==> config.mk <==
export PLATFORM = sky130hd
export DESIGN_NAME = wave_scanner_flat
export DESIGN_NICKNAME = d
export VERILOG_FILES = /design/src/rtl/wave_pkg.sv /design/src/rtl/wave_scanner_if.sv /design/src/rtl/wave_lerp.sv /design/src/rtl/wave_scanner.sv /design/src/flat_wrapper.sv
export SDC_FILE = /design/constraint.sdc
export NUM_CORES = 1
export LEC_CHECK = 0
export ABC_AREA = 1
export CORE_ASPECT_RATIO = 0.6
export CORE_MARGIN = 2
export CORE_UTILIZATION = 56
export CTS_CLUSTER_SIZE = 24
export DETAILED_ROUTE_END_ITERATION = 7
export GPL_TIMING_DRIVEN = 0
export PLACE_DENSITY = 0.86
export SYNTH_ARGS = -nofsm -noshare
export SYNTH_HDL_FRONTEND = slang
export SYNTH_SLANG_ARGS = --single-unit
export TNS_END_PERCENT = 1
==> constraint.sdc <==
create_clock -name clk -period 6.65 [get_ports clk]
set_input_delay 1.6625 -clock clk [delete_from_list [all_inputs] [get_ports clk]]
set_output_delay 1.6625 -clock clk [all_outputs]
set_load 0.05 [all_outputs]
==> src/rtl/wave_pkg.sv <==
// rtl/wave_pkg.sv - shared widths and FSM encoding for the wavetable scanner
package wave_pkg;

    localparam int ADDR_W  = 6;
    localparam int DATA_W  = 20;
    localparam int PHASE_W = 24;
    localparam int FRAC_W  = 8;

    typedef enum logic [2:0] {
        IDLE   = 3'd0,
        ADDR_A = 3'd1,
        ADDR_B = 3'd2,
        INTERP = 3'd3,
        VALID  = 3'd4
    } state_t;

endpackage

==> src/rtl/wave_scanner_if.sv <==
// rtl/wave_scanner_if.sv - sample output stream with valid/ready handshake
interface wave_scanner_if #(
    parameter int DATA_W = 20
) ();

    logic [DATA_W-1:0] sample_out;
    logic              sample_valid;
    logic              sample_ready;

    modport master (
        output sample_out,
        output sample_valid,
        input  sample_ready
    );

    modport slave (
        input  sample_out,
        input  sample_valid,
        output sample_ready
    );

endinterface

==> src/rtl/wave_lerp.sv <==
// rtl/wave_lerp.sv - linear interpolation between two adjacent wavetable words
module wave_lerp
    import wave_pkg::*;
#(
    parameter int DW = 20,
    parameter int FW = FRAC_W
) (
    input  logic signed [DW-1:0] a,
    input  logic signed [DW-1:0] b,
    input  logic        [FW-1:0] f,
    output logic signed [DW-1:0] y
);

    localparam int PW = DW + FW + 1;

    logic signed [DW:0]   diff;
    logic signed [PW-1:0] prod;
    logic signed [PW-1:0] shifted;

    assign diff    = $signed({b[DW-1], b}) - $signed({a[DW-1], a});
    assign prod    = $signed({{FW{diff[DW]}}, diff}) * $signed({{(DW + 1){1'b0}}, f});
    assign shifted = prod >>> FW;
    // Result always lies between a and b, so wrapping to DW bits is exact.
    assign y       = DW'(PW'(a) + shifted);

endmodule

==> src/rtl/wave_scanner.sv <==
// rtl/wave_scanner.sv - phase-accumulating wavetable scanner with interpolated output
module wave_scanner
    import wave_pkg::*;
#(
    parameter int PHASE_W = 24,
    parameter int DATA_W  = 20
) (
    input  logic               clk,
    input  logic               rst_n,
    input  logic               enable,
    input  logic               sample_tick,
    input  logic               sync_in,
    input  logic [PHASE_W-1:0] tune,
    output logic [ADDR_W-1:0]  ram_sel,
    input  logic [DATA_W-1:0]  ram_data,
    wave_scanner_if.master     sif,
    output logic               busy,
    output logic               overrun
);

    state_t                    state;
    logic [PHASE_W-1:0]        phase;
    logic [PHASE_W-1:0]        phase_use;
    logic [ADDR_W-1:0]         idx;
    logic [FRAC_W-1:0]         frac;
    logic signed [DATA_W-1:0]  a_q;
    logic signed [DATA_W-1:0]  b_q;
    logic signed [DATA_W-1:0]  lerp_y;
    logic                      tick_ok;

    assign tick_ok   = enable & sample_tick;
    // Hard sync coinciding with a tick makes that sample start from phase 0.
    assign phase_use = sync_in ? '0 : phase;

    wave_lerp #(
        .DW (DATA_W),
        .FW (FRAC_W)
    ) u_lerp (
        .a (a_q),
        .b (b_q),
        .f (frac),
        .y (lerp_y)
    );

    always_ff @(posedge clk or negedge rst_n) begin
        if (!rst_n) begin
            state            <= IDLE;
            phase            <= '0;
            idx              <= '0;
            frac             <= '0;
            a_q              <= '0;
            b_q              <= '0;
            ram_sel          <= '0;
            sif.sample_out   <= '0;
            sif.sample_valid <= 1'b0;
            busy             <= 1'b0;
            overrun          <= 1'b0;
        end else begin
            overrun <= tick_ok && (state != IDLE);
            if (sync_in) begin
                phase <= '0;
            end
            case (state)
                IDLE: begin
                    if (tick_ok) begin
                        phase   <= phase_use + tune;
                        idx     <= phase_use[PHASE_W-1 -: ADDR_W];
                        frac    <= phase_use[PHASE_W-ADDR_W-1 -: FRAC_W];
                        ram_sel <= phase_use[PHASE_W-1 -: ADDR_W];
                        busy    <= 1'b1;
                        state   <= ADDR_A;
                    end
                end
                ADDR_A: begin
                    a_q     <= ram_data;
                    ram_sel <= idx + ADDR_W'(1);
                    state   <= ADDR_B;
                end
                ADDR_B: begin
                    b_q   <= ram_data;
                    state <= INTERP;
                end
                INTERP: begin
                    sif.sample_out   <= lerp_y;
                    sif.sample_valid <= 1'b1;
                    state            <= VALID;
                end
                VALID: begin
                    if (sif.sample_ready) begin
                        sif.sample_valid <= 1'b0;
                        busy             <= 1'b0;
                        state            <= IDLE;
                    end
                end
                default: begin
                    sif.sample_valid <= 1'b0;
                    busy             <= 1'b0;
                    state            <= IDLE;
                end
            endcase
        end
    end

endmodule

==> src/flat_wrapper.sv <==
// flat-port wrapper written by rule: the top's interface ports become plain ports
module wave_scanner_flat import wave_pkg::*;
#(
    parameter int PHASE_W = 24,
    parameter int DATA_W  = 20
)
  (clk, rst_n, enable, sample_tick, sync_in, tune, ram_sel, ram_data, busy, overrun, sif_sample_out, sif_sample_valid, sif_sample_ready);
  wave_scanner_if #(.DATA_W(DATA_W)) sif_i ();
  input  logic clk;
  input  logic rst_n;
  input  logic enable;
  input  logic sample_tick;
  input  logic sync_in;
  input  logic [PHASE_W-1:0] tune;
  output logic [ADDR_W-1:0] ram_sel;
  input  logic [DATA_W-1:0] ram_data;
  output logic busy;
  output logic overrun;
  output wire logic [$bits(sif_i.sample_out)-1:0] sif_sample_out;
  output wire logic [$bits(sif_i.sample_valid)-1:0] sif_sample_valid;
  input wire logic [$bits(sif_i.sample_ready)-1:0] sif_sample_ready;
  assign sif_sample_out = sif_i.sample_out;
  assign sif_sample_valid = sif_i.sample_valid;
  assign sif_i.sample_ready = sif_sample_ready;
  wave_scanner #(.PHASE_W(PHASE_W), .DATA_W(DATA_W)) u_core (.clk(clk), .rst_n(rst_n), .enable(enable), .sample_tick(sample_tick), .sync_in(sync_in), .tune(tune), .ram_sel(ram_sel), .ram_data(ram_data), .sif(sif_i), .busy(busy), .overrun(overrun));
endmodule
# Word level (Yosys, flattened, before mapping)
# Index checks and enable logic that the tools add are counted.
dict set report word_totals {
  ff_bits 110
}
dict set report op_classes {
  add_sub_neg 4
  multipliers 1
  n_eq_ne 6
  n_mux 12
  n_bitwise 3
  reduce_logical 11
}
# operator count
set op_table {}
lappend op_table {{2-to-1 mux 24 bit} 3}
lappend op_table {{multiplier 21 x 9 -> 28 bit} 1}
lappend op_table {{adder 24 bit} 1}
lappend op_table {{subtractor 20 x 20 -> 21 bit} 1}
lappend op_table {{adder 20 bit} 1}
lappend op_table {{one-hot mux 3 bit (5 select lines)} 1}
lappend op_table {{one-hot mux 6 bit (2 select lines)} 1}
lappend op_table {{AND reduction 2 bit} 4}
lappend op_table {{adder 6 x 1 -> 6 bit (second input constant)} 1}
lappend op_table {{== test 3 x 2 -> 1 bit (second input constant)} 2}
lappend op_table {{2-to-1 mux 3 bit} 2}
lappend op_table {{2-to-1 mux 6 bit} 1}
lappend op_table {{one-hot mux 1 bit (3 select lines)} 2}
lappend op_table {{OR reduction 3 bit} 2}
lappend op_table {{== test 3 x 1 -> 1 bit (second input constant)} 1}
lappend op_table {{== test 3 bit (second input constant)} 1}
lappend op_table {{zero test 3 bit} 1}
lappend op_table {{AND reduction 3 bit} 1}
lappend op_table {{nonzero test 3 bit} 1}
lappend op_table {{2-to-1 mux 1 bit} 2}
lappend op_table {{inequality test 2 x 1 -> 1 bit (second input constant)} 1}
lappend op_table {{inequality test 2 bit (second input constant)} 1}
lappend op_table {{NOT 1 bit} 2}
lappend op_table {{nonzero test 2 bit} 1}
lappend op_table {{other kinds (2)} 2}

# Longest topological paths before layout
dict set report depth {
  depth_word 4
  ltp_mapped 42
  ltp_nobuf 42
}

# Cells and area by module
# A second synthesis with hierarchy kept.
dict set report unflattened {
  cells_unflattened 1949
  area_unflattened_um2 14012.2
}
# module n_inst cells_per_inst area_each_um2 seq_area_each_um2
set by_module_without_submodules {}
lappend by_module_without_submodules {wave_lerp 1 1127 7913.8 0.0}
lappend by_module_without_submodules {wave_scanner 1 822 6098.3 2752.6}

# Worst setup path before layout
# No wires, ideal clock.
dict set report synth_timing {
  path_kind {reg2reg}
  start {register u_core.b_q[0]}
  end {register u_core.sif.sample_out[15]}
  setup_ns 0.118
  arrival_time_ns 6.683
  required_ns 6.532
  setup_slack_ns -0.150
  path_stages_with_launch 36
  path_buffers 0
  path_cell_list {dfrtp_1 > inv_1 > ha_1 > inv_1 > fa_1 > nand2_1 > o21ai_2 > a21oi_1 > o21ai_2 > xor2_1 > nand2_1 > fa_1 > inv_1 > fa_1 > fa_1 > inv_1 > fa_1 > inv_1 > ha_1 > a21o_1 > a31oi_1 > nand2_2 > nand3_1 > nand2_1 > a21boi_0 > o21ai_0 > xor2_1 > ha_1 > a21o_1 > nand2_1 > nand3_1 > a31oi_1 > o21bai_1 > or2_2 > nand3_1 > nand2_1}
}
dict set report synth_between {
  elab_chain_len 3
}
# item line
set synth_rtl {}
lappend synth_rtl {{from (decl)} wave_scanner.sv:27} ;# logic signed [DATA_W-1:0] b_q;
lappend synth_rtl {{from (signal assigned)} wave_scanner.sv:80} ;# b_q <= ram_data;
lappend synth_rtl {{subtractor 20 x 20 -> 21 bit} wave_lerp.sv:20} ;# assign diff = $signed({b[DW-1], b}) - $signed({a[DW-1], a});
lappend synth_rtl {{multiplier 21 x 9 -> 28 bit} wave_lerp.sv:21} ;# assign prod = $signed({{FW{diff[DW]}}, diff}) * $signed({{(DW + 1){1'b0}}, f});
lappend synth_rtl {{adder 20 bit} wave_lerp.sv:24} ;# assign y = DW'(PW'(a) + shifted);
lappend synth_rtl {{to (signal assigned)} wave_scanner.sv:84} ;# sif.sample_out <= lerp_y;
lappend synth_rtl {{to (decl)} wave_scanner_if.sv:11} ;# output sample_out,
# No other way between the ends.
# A chain may end at the register's enable or synchronous reset.

# Worst setup path after layout
dict set report layout_timing {
  start {register u_core.a_q[3]}
  end {register u_core.sif.sample_out[19]}
}
dict set report layout_between {
  elab_chain_len 3
}
# item line
set layout_rtl {}
lappend layout_rtl {{from (decl)} wave_scanner.sv:26} ;# logic signed [DATA_W-1:0] a_q;
lappend layout_rtl {{from (signal assigned)} wave_scanner.sv:75} ;# a_q <= ram_data;
lappend layout_rtl {{subtractor 20 x 20 -> 21 bit} wave_lerp.sv:20}
lappend layout_rtl {{multiplier 21 x 9 -> 28 bit} wave_lerp.sv:21}
lappend layout_rtl {{adder 20 bit (*)} wave_lerp.sv:24}
# Mark *: on every way between the ends. The rest lies on a longest branch, timed or not.

==> summary.md <==
| Metric | Value |
|---|---|
| Status | complete, but fails checks |
| Failing checks | setup timing |
| Port bufs | 78 |
| CTS tree | built |
| CP max stage cell | fa_1 |
| Chip width | 201.9 um |
| Slew of the pin with the lowest slew margin | 0.9006 ns |
| Largest net degree at the start of global routing | 60 |
| First-pass GRT wire length | 62110 um |
| Slowest stage delay, CP | 0.55 ns |
| CP Launch Type | flip-flop |
| RSZ-0062 raised after global routing | true |
| TritonRoute pass-1 iters | 5 |
| I/O pin cnt | 79 |
| FMAX | 0.1345 GHz |
| Main synth FF type | dfrtp_1 |
| Clock Sinks | 110 |
| # setup viols final | 15 |
| Avg Cell Area, Syn | 7.639 sq um |
| Starting Density | 57.02% |
| Worst-Skew Late Latency | 0.37 ns |
| Endpoint, Worst Hold | u_core.sif.sample_out[19] |
| Antenna diodes | 0 |
| Worst hold path class | reg2reg |
| Layout cell share with drive strength beyond 1 | 16.13% |
| Most common cell on crit path | fa_1 |
| Cell Area, Synth | 0.01316 sq mm |
| Iter 0 DRT Violations | 1424 |
| CP max FO | 4 |
| Rel. slew slack | 39.96% |
| CP Data Arrival Time | 7.73 ns |
| Setup TNS | -7.551 ns |
| Total Routing Usage GR | 32.15% |
| Placed insts | 2117 |
| Synth area leader | dfrtp_1 |
| CP top delay family | adder cells |
| Number of buffers created by CTS | 9 |
| Synthesized flop and latch total | 110 |
| Worst setup EP type | flip-flop |
| Max cap viols | 0 |
| Via count | 12650 |
| Post-synth ARST share | 100.0% |
| CTS max path bufs | 2 |
| Clock Tree Root | clkbuf_16 |
| Hold Path Cell Cnt | 2 |
| Grt ovf | 0 |
| RR Endpoint | u_core.sif.sample_out[19] |
| Cells after synthesis | 1723 |
| Vias in the first global route | 11950 |
| Fin cells | 2175 |
| Largest cells by area after synthesis | dfrtp_1, fa_1, ha_1, nand2_1, inv_1 |
| Register area share after synthesis | 20.91% |
| Worst EP required | 6.95 ns |
| WL per Instance | 19.15 um |
| Number of flops mapped to enable cells by yosys | 0 |
| Initial antenna violation count | 0 |
| Net Count, Synth | 2016 |
| Final Hold Viols | 0 |
| Gpl congestion | 0.9892 |
| DRC | 0 |
| Yosys cell types | 53 |
| R2r worst-path depth | 38 |
| Startpoint of the worst register-to-register path | u_core.a_q[3] |
| Core ar. | 0.02308 sq mm |
| Remaining antenna violation count | 0 |
| Area grow syn2layout | 23.91% |
| List of most frequent post-synthesis cells | nand2_1, inv_1, nor2_1 |
| Cts hold-fix bufs | 0 |
| Slew Viols, Final | 0 |
| Die area | 0.02479 sq mm |
| H-tree Lvls | 3 |
| Fin crit period | 7.433 ns |
| R2r setup slk | -0.78 ns |
| Row cnt | 43 |
| Hpwl dp | 30480 um |
| Crit path buf inv count | 7 |
| Hold Crit Start | u_core.sif.sample_out[19] |
| Via density | 5.817 |
| Synth top area share | 20.91% |
| Die Ht | 122.8 um |
| Final WS setup | -0.7825 ns |
| Final #Nets | 2148 |
| Most frequent cell after synthesis | nand2_1 |
| Final WL | 41660 um |
| CTS clock-pin slew for the worst setup and hold paths | 0.08 ns |
| Yosys warns | 0 |
| Clock skew | 0.01110 ns |
| Period Utilization, post-route | 111.8% |
| WS Path Type | reg2reg |
tightest hold or removal path: cells and delay by family (launching register included):
kind | cells | cell delay, ns
simple gates | 2 | 0.10
flops | 1 | 0.35
layout by cell type, fill, tap and decap left out, drive strengths merged, types with 70 or more instances in the layout:
| cell | instances |
|---|---|
| a21oi | 83 |
| clkdlybuf4s50 | 77 |
| dfrtp | 110 |
| fa | 129 |
| ha | 114 |
| inv | 344 |
| nand2 | 356 |
| nand3 | 70 |
| nor2 | 170 |
| o21ai | 117 |
cells by family (layout without fill, tap and decap cells):
group	Yosys count	after routing	synth area share [%]
AND/OR/NAND/NOR	661	661	20.96
buffers and inverters	376	513	10.82
AO/OA/AOI/OAI	250	250	10.64
adder cells (fa/ha/maj)	243	243	30.46
flip-flops	110	110	20.91
XOR/XNOR	63	63	4.506
multiplexers	20	20	1.702
stage by stage:
| stage | utilization [%] | setup slack (ns) | hold WS, ns | area (sq um) |
|---|---|---|---|---|
| after global routing | 70.66 | -1.037 | 0.5155 | 16310 |
| after floorplan | - | 0.03158 | 0.4502 | 13170 |
| after global placement | 62.16 | -1.192 | 0.4659 | 14350 |
| final | 70.66 | -0.7825 | 0.4821 | 16310 |
| after CTS | 66.33 | -0.6550 | 0.4966 | 15310 |
| after detailed placement | 62.27 | -1.324 | 0.4783 | 14370 |
what timing repair did:
action / CTS / global route
pin swaps: 30 / 88
resized for setup: 87 / 173
gates cloned: 0 / 0
setup endpoints to repair: 18 / 18
buffers inserted: 18 / 24
routing by layer:
layer | vias up | track usage (%) | wire, um
met5 | - | 0 | 0
met4 | 0 | 6.939 | 953
met3 | 90 | 8.471 | 5287
met2 | 791 | 47.32 | 17920
met1 | 6134 | 47.63 | 17490
li1 | 5638 | - | -
state kept, by name (all words and copies together) (netlist names):
register,flops
u_core.frac,8
u_core.state,3
u_core.phase,24
u_core.idx,6
u_core.busy,1
u_core.b_q,20
u_core.a_q,20
u_core.sif.sample_valid,1
u_core.ram_sel,6
u_core.sif.sample_out,20
u_core.overrun,1
area by class of cell:
class | instances | area (sq um)
well taps | 315 | 394.1
clock inverters | 7 | 77.57
repair buffers | 121 | 1155
flip-flops and latches | 110 | 2753
inverters | 342 | 1284
fillers | 1655 | 6773
clock buffers | 9 | 225.2
plain buffers | 34 | 140.1
multi-input cells | 1237 | 10280
how the worst max path moves through the flow:
| stage | start | to | cells after the start |
|---|---|---|---|
| 3_5_place_dp | u_core.a_q[0] | u_core.sif.sample_out[19] | 35 |
| 3_3_place_gp | u_core.a_q[0] | u_core.sif.sample_out[19] | 35 |
| 6_report | u_core.a_q[3] | u_core.sif.sample_out[19] | 38 |
| 5_1_grt | u_core.a_q[10] | u_core.sif.sample_out[19] | 38 |
| 2_1_floorplan | u_core.b_q[0] | u_core.sif.sample_out[15] | 34 |
| 4_1_cts | u_core.b_q[0] | u_core.sif.sample_out[15] | 36 |
Power is left out: the tool's default activity adds up to more than one toggle a clock period on the data nets, which glitch-free logic cannot reach.
